File: config.mk
export PLATFORM = sky130hd
export DESIGN_NAME = systolic_feeder
export DESIGN_NICKNAME = d
export VERILOG_FILES = /design/src/rtl/systolic_feeder.sv
export SDC_FILE = /design/constraint.sdc
export NUM_CORES = 1
export LEC_CHECK = 0
export CAP_MARGIN = 40
export CORE_AREA = 3 3 300 302
export DETAILED_ROUTE_END_ITERATION = 10
export DIE_AREA = 0 0 303 305
export GPL_TIMING_DRIVEN = 0
export SLEW_MARGIN = 20
export SYNTH_ARGS = -nofsm -noshare
export SYNTH_HDL_FRONTEND = slang
export SYNTH_SLANG_ARGS = --single-unit
export TNS_END_PERCENT = 30
File: constraint.sdc
create_clock -name clk -period 3.6 [get_ports clk]
set_input_delay 0.36 -clock clk [delete_from_list [all_inputs] [get_ports clk]]
set_output_delay 0.36 -clock clk [all_outputs]
set_load 0.01 [all_outputs]
File: src/rtl/systolic_feeder.sv
// Operand skew, flush sequencing and result capture in front of a PE_ROW x PE_COL systolic array.
// Optional FEEDER_SKEW_EN: lane k is delayed k+1 cycles; undefined, every lane is delayed one cycle.
module systolic_feeder #(
  parameter int PE_ROW  = 4,
  parameter int PE_COL  = 4,
  parameter int RES_LAT = 1,
  parameter int K_MAX   = 256
) (
  input  logic                 clk,
  input  logic                 reset,
  input  logic                 s_valid,
  output logic                 s_ready,
  input  logic [PE_ROW*32-1:0] s_data,
  input  logic [PE_COL*32-1:0] s_weight,
  input  logic                 s_last,
  output logic                 arr_mode,
  output logic                 arr_clear,
  output logic [PE_ROW*32-1:0] arr_data,
  output logic [PE_COL*32-1:0] arr_weight,
  input  logic [PE_ROW*32-1:0] arr_result,
  output logic                 m_valid,
  input  logic                 m_ready,
  output logic [PE_ROW*32-1:0] m_result,
  output logic                 busy
);
  // state | meaning
  // IDLE  | waiting for the first beat of a job
  // FEED  | streaming beats (bubbles become zero vectors)
  // FLUSH | shifting zeros until the result bus settles
  // OUT   | holding captured results until m_ready
  typedef enum logic [1:0] {IDLE, FEED, FLUSH, OUT} state_t;

  localparam int F  = PE_ROW + PE_COL - 1 + RES_LAT;
  localparam int CW = $clog2(K_MAX) + 1;
  localparam int FW = $clog2(F) + 1;
  localparam logic [CW-1:0] K_LAST = CW'(K_MAX);
  localparam logic [FW-1:0] F_LOAD = FW'(F - 1);

  state_t state, state_nx;
  logic [CW-1:0] beat_cnt, beat_cnt_nx;
  logic [FW-1:0] flush_cnt, flush_cnt_nx;
  logic err_overrun, err_set;
  logic accept, capture;
  logic [PE_ROW*32-1:0] lane_data;
  logic [PE_COL*32-1:0] lane_weight;

  always_ff @(posedge clk or negedge reset) begin
    if (!reset) begin
      state       <= IDLE;
      beat_cnt    <= '0;
      flush_cnt   <= '0;
      err_overrun <= 1'b0;
      m_result    <= '0;
    end else begin
      state       <= state_nx;
      beat_cnt    <= beat_cnt_nx;
      flush_cnt   <= flush_cnt_nx;
      err_overrun <= err_overrun | err_set;
      if (capture) m_result <= arr_result;
    end
  end

  always_comb begin
    state_nx     = state;
    beat_cnt_nx  = beat_cnt;
    flush_cnt_nx = flush_cnt;
    err_set      = 1'b0;
    capture      = 1'b0;
    accept       = 1'b0;
    s_ready      = 1'b0;
    arr_clear    = 1'b0;
    arr_mode     = 1'b0;
    m_valid      = 1'b0;
    unique case (state)
      IDLE: begin
        // reset also parks the FSM here, so gate ready with it
        s_ready = reset;
        accept  = s_valid && reset;
        if (accept) begin
          arr_clear    = 1'b1;
          beat_cnt_nx  = CW'(1);
          flush_cnt_nx = F_LOAD;
          state_nx     = s_last ? FLUSH : FEED;
        end
      end
      FEED: begin
        s_ready  = 1'b1;
        arr_mode = 1'b1;
        accept   = s_valid;
        if (accept) begin
          beat_cnt_nx = beat_cnt + 1'b1;
          if (s_last || beat_cnt_nx == K_LAST) begin
            state_nx     = FLUSH;
            flush_cnt_nx = F_LOAD;
            err_set      = !s_last;
          end
        end
      end
      FLUSH: begin
        arr_mode = 1'b1;
        if (flush_cnt == '0) begin
          capture  = 1'b1;
          state_nx = OUT;
        end else begin
          flush_cnt_nx = flush_cnt - 1'b1;
        end
      end
      OUT: begin
        m_valid = 1'b1;
        if (m_ready) state_nx = IDLE;
      end
      default: state_nx = IDLE;
    endcase
  end

  assign busy        = (state != IDLE);
  assign lane_data   = accept ? s_data : '0;
  assign lane_weight = accept ? s_weight : '0;

  for (genvar i = 0; i < PE_ROW; i++) begin : g_row
`ifdef FEEDER_SKEW_EN
    localparam int D = i + 1;
`else
    localparam int D = 1;
`endif
    logic [31:0] pipe [D];
    always_ff @(posedge clk or negedge reset) begin
      if (!reset) begin
        for (int k = 0; k < D; k++) pipe[k] <= '0;
      end else begin
        pipe[0] <= lane_data[i*32 +: 32];
        for (int k = 1; k < D; k++) pipe[k] <= pipe[k-1];
      end
    end
    assign arr_data[i*32 +: 32] = pipe[D-1];
  end

  for (genvar j = 0; j < PE_COL; j++) begin : g_col
`ifdef FEEDER_SKEW_EN
    localparam int D = j + 1;
`else
    localparam int D = 1;
`endif
    logic [31:0] pipe [D];
    always_ff @(posedge clk or negedge reset) begin
      if (!reset) begin
        for (int k = 0; k < D; k++) pipe[k] <= '0;
      end else begin
        pipe[0] <= lane_weight[j*32 +: 32];
        for (int k = 1; k < D; k++) pipe[k] <= pipe[k-1];
      end
    end
    assign arr_weight[j*32 +: 32] = pipe[D-1];
  end

endmodule
==> key figures <==
STA
  – RSZ-0062 raised after global routing: false
  – Actual slew at the worst max-slew pin: 0.8005 ns
  – Final Slew Violations: 0
  – Post-layout minimum cycle time: 3.045 ns
  – Highest attainable clock frequency: 0.3285 GHz
  – Tcrit/Tclk final: 84.57%
  – Final-report setup violation count: 0
  – Final hold vios: 0
  – Max-Slew Margin vs Limit: 46.63%
  – Clk_skew: 0.01826 ns

Min path
  – Worst Hold Path EP: g_col[3].pipe[0]
  – Hold Crit Class: input port to flip-flop
  – Instance count along the most critical hold path: 2
  – Origin of the worst min-delay path: s_weight[96]

Finish
  – Commonest cells after routing, fill and taps aside: sky130_fd_sc_hd__clkdlybuf4s50_1, sky130_fd_sc_hd__dfrtp_1, sky130_fd_sc_hd__and3_1
  – Ratio of cells with drive above 1 in the final layout: 12.22%
  – Total non-filler cell area in the finished layout: 25080 um2
  – Most common cell after layout, fill and taps aside: sky130_fd_sc_hd__clkdlybuf4s50_1
  – Layout overhead on the synthesized area: 79.24%
  – Nets: 2186

Logic synthesis
  – Synthesis-stage register bit count: 399
  – Mapped Avg Cell Area: 14.59 um2
  – Cell count after synthesis: 959
  – Portion of the post-synthesis area used by sequential elements: 71.36%
  – Number of distinct library cells after synthesis: 39
  – Share of synthesized registers carrying an async set or reset: 100.0%
  – Total nets after synthesis: 1356
  – Post-Syn Area: 13990 um2
  – Predominant post-synthesis flop cell: sky130_fd_sc_hd__dfrtp_1
  – Yosys warns: 0
  – Count of flip-flops with a built-in enable after synthesis: 0

Route
  – Post-detailed-routing wire length: 59.83 mm
  – Routed vias: 11230
  – Via density per instance: 3.746
  – Number of nets with antenna violations after routing: 0
  – Mean routed wirelength per cell: 19.96 um
  – DRC violations left: 0
  – Detailed-router iteration count before antenna repair: 5
  – Number of DRC violations after detailed-routing iteration 0: 516

Clock network
  – Root Driver: sky130_fd_sc_hd__clkbuf_16
  – Clk sink count: 399
  – CTS H-tree depth: 2
  – Buffer depth of the longest clock path: 3
  – Clock insertion delay at the later pin of the skew report: 0.57 ns
  – Worst-path clk slew: 0.06 ns
  – CTS tree: yes
  – Number of buffers created by CTS: 46

Global route
  – Via count of the first global-routing pass: 12390
  – Global route total overflow: 0
  – Global-route met3 utilization: 5.321%
  – Met1 Usage GRT: 13.79%
  – Grt peak-use layer: met2
  – First-pass GRT wire length: 85.10 mm
  – M2 GR Usage: 21.66%
  – Largest net degree at the start of global routing: 101
  – Initial antenna violation count: 18
  – Global Route Usage Sum: 12.44%

Placement
  – Number of buffers inserted by port buffering: 776
  – Global placer's final weighted congestion: 0.9154
  – Post-placement cell area: 23340 um2
  – HPWL after DPL: 47.55 mm

Critical path
  – Flop2flop setup slack: 0.57 ns
  – Critical path's largest stage delay: 0.63 ns
  – Critical path's top delay family: buffers and inverters
  – Critical register-to-register path startpoint: state[0]
  – Startpoint type of the worst setup path: input port
  – Biggest fanout along the worst timing path: 99
  – Endpoint type of the worst setup path: output port
  – Number of cells on the worst reg-to-reg path: 7
  – Critical R2R Capture: m_result[69]
  – Slowest cell on the critical path: sky130_fd_sc_hd__clkdlybuf4s50_1
  – Required time of the worst setup path: 3.24 ns
  – Arrival time worst endpoint: 2.68 ns
  – WP buf/inv: 4
  – Worst Setup Path Type: input port to output port
  – Critical-path cell list: dlygate4sd3_1, buf_8, buf_16, nand2_1, nand2_4, clkdlybuf4s50_1

Die
  – DIE HEIGHT: 305 um
  – Core Box Area: 87970 um2
  – Overall die area: 92420 um2
  – Number of primary I/O pins: 778
  – Width of the die: 303 um
  – Starting Density: 15.90%
  – Row count: 109

Power and ir drop
  – Pwr/cell area: 662.9 nW/um2
  – Overall power consumption: 16.62 mW
  – IR Drop Worst-Case VDD: 0.3764 mV
  – Leakage power of the design: 11.74 nW

Run
  – Number of violations of the max-capacitance limit: 0

Run status
  – Result of the run: finished, final reports clean
==> area by class of cell <==
type	count	area [um2]
fillers	8997	62890
flip-flops and latches	399	9985
repair buffers	783	7924
multi-input cells	477	3685
well taps	1165	1458
clock buffers	63	1369
clock inverters	21	315.3
plain buffers	72	287.8
inverters	10	37.54
diodes	7	17.52
==> cell usage after synthesis, types with 2 or more instances <==
cell / number / area [um2]
sky130_fd_sc_hd__inv_1: 10 / 37.54
sky130_fd_sc_hd__o22a_1: 2 / 17.52
sky130_fd_sc_hd__dfrtp_1: 399 / 9985
sky130_fd_sc_hd__nor3_1: 5 / 25.02
sky130_fd_sc_hd__nand2_1: 13 / 48.80
sky130_fd_sc_hd__and3_1: 257 / 1608
sky130_fd_sc_hd__clkbuf_1: 70 / 262.8
sky130_fd_sc_hd__nor2b_1: 2 / 12.51
sky130_fd_sc_hd__o31ai_1: 4 / 30.03
sky130_fd_sc_hd__or3_1: 2 / 12.51
sky130_fd_sc_hd__mux2_2: 128 / 1441
sky130_fd_sc_hd__ha_1: 8 / 100.1
sky130_fd_sc_hd__o21ai_0: 13 / 65.06
sky130_fd_sc_hd__nand3_1: 7 / 35.03
sky130_fd_sc_hd__xnor2_1: 2 / 17.52
sky130_fd_sc_hd__nor2_1: 9 / 33.78
sky130_fd_sc_hd__a31oi_1: 4 / 25.02
sky130_fd_sc_hd__mux2i_1: 3 / 30.03
==> kinds of logic after synthesis <==
family	synth area share, %
flops	71.36
simple gates	13.05
mux	10.62
buf+inv	2.352
compound gates	1.708
fa+ha+maj	0.7155
xor+xnor	0.1878
==> worst reg2reg max path, cell delays in order, from the launching register on <==
cell	delay (ns)
sky130_fd_sc_hd__dfrtp_1	0.42
sky130_fd_sc_hd__inv_1	0.13
sky130_fd_sc_hd__ha_1	0.30
sky130_fd_sc_hd__inv_1	0.15
sky130_fd_sc_hd__nor2_1	0.23
sky130_fd_sc_hd__clkbuf_1	0.58
sky130_fd_sc_hd__clkbuf_1	0.69
sky130_fd_sc_hd__mux2_2	0.42
==> registers in the layout, summed over array words and instances, names as in the netlist <==
| register | cells |
|---|---|
| m_result | 128 |
| beat_cnt | 9 |
| flush_cnt | 4 |
| g_row.pipe | 128 |
| state | 2 |
| g_col.pipe | 128 |
==> metrics by stage <==
stage / hold WS [ns] / util, % / instances / setup TNS [ns] / worst slack [ns]
finish: 0.3632 / 28.51 / 2997 / 0 / 0.5555
global route: 0.3362 / 28.49 / 2990 / 0 / 0.3141
global placement: 0.4887 / 26.39 / 2900 / -9749.84 / -15.26
detailed placement: 0.2671 / 26.54 / 2905 / 0 / 0.1167
floorplan: 0.06441 / - / 959 / 0 / 1.026
CTS: 0.3072 / 28.49 / 2991 / 0 / 0.05837
==> layer usage <==
layer | routed length, um | vias up
li1 | - | 5020
met1 | 21540 | 5538
met2 | 29440 | 586
met3 | 7098 | 84
met4 | 1751 | 0
met5 | 0 | -
==> report_power, final <==
part           total [mW]  internal (mW)  switching, mW
Sequential           6.02           5.53          0.483
Clock                5.16           3.23           1.93
Combinational        5.45           2.99           2.46
==> how the worst max path moves through the flow <==
stage / start / slack (ns) / cells past startpoint / endpoint
final: reset / 0.56 / 6 / s_ready
after global routing: state[0] / 0.31 / 7 / m_result[76]
after CTS: state[0] / 0.06 / 6 / s_ready
after detailed placement: reset / 0.12 / 7 / g_row[1].pipe[12]
after global placement: reset / -15.26 / 1 / g_row[3].pipe[10]
after floorplan: state[0] / 1.03 / 8 / state[0]
==> repair_timing <==
item,4_1_cts,5_1_grt
resized for setup,2,0
buffers inserted,0,0
hold endpoints to repair,36,0
hold buffers,2,0
setup endpoints to repair,1,1
(Power assumes the default switching activity.)
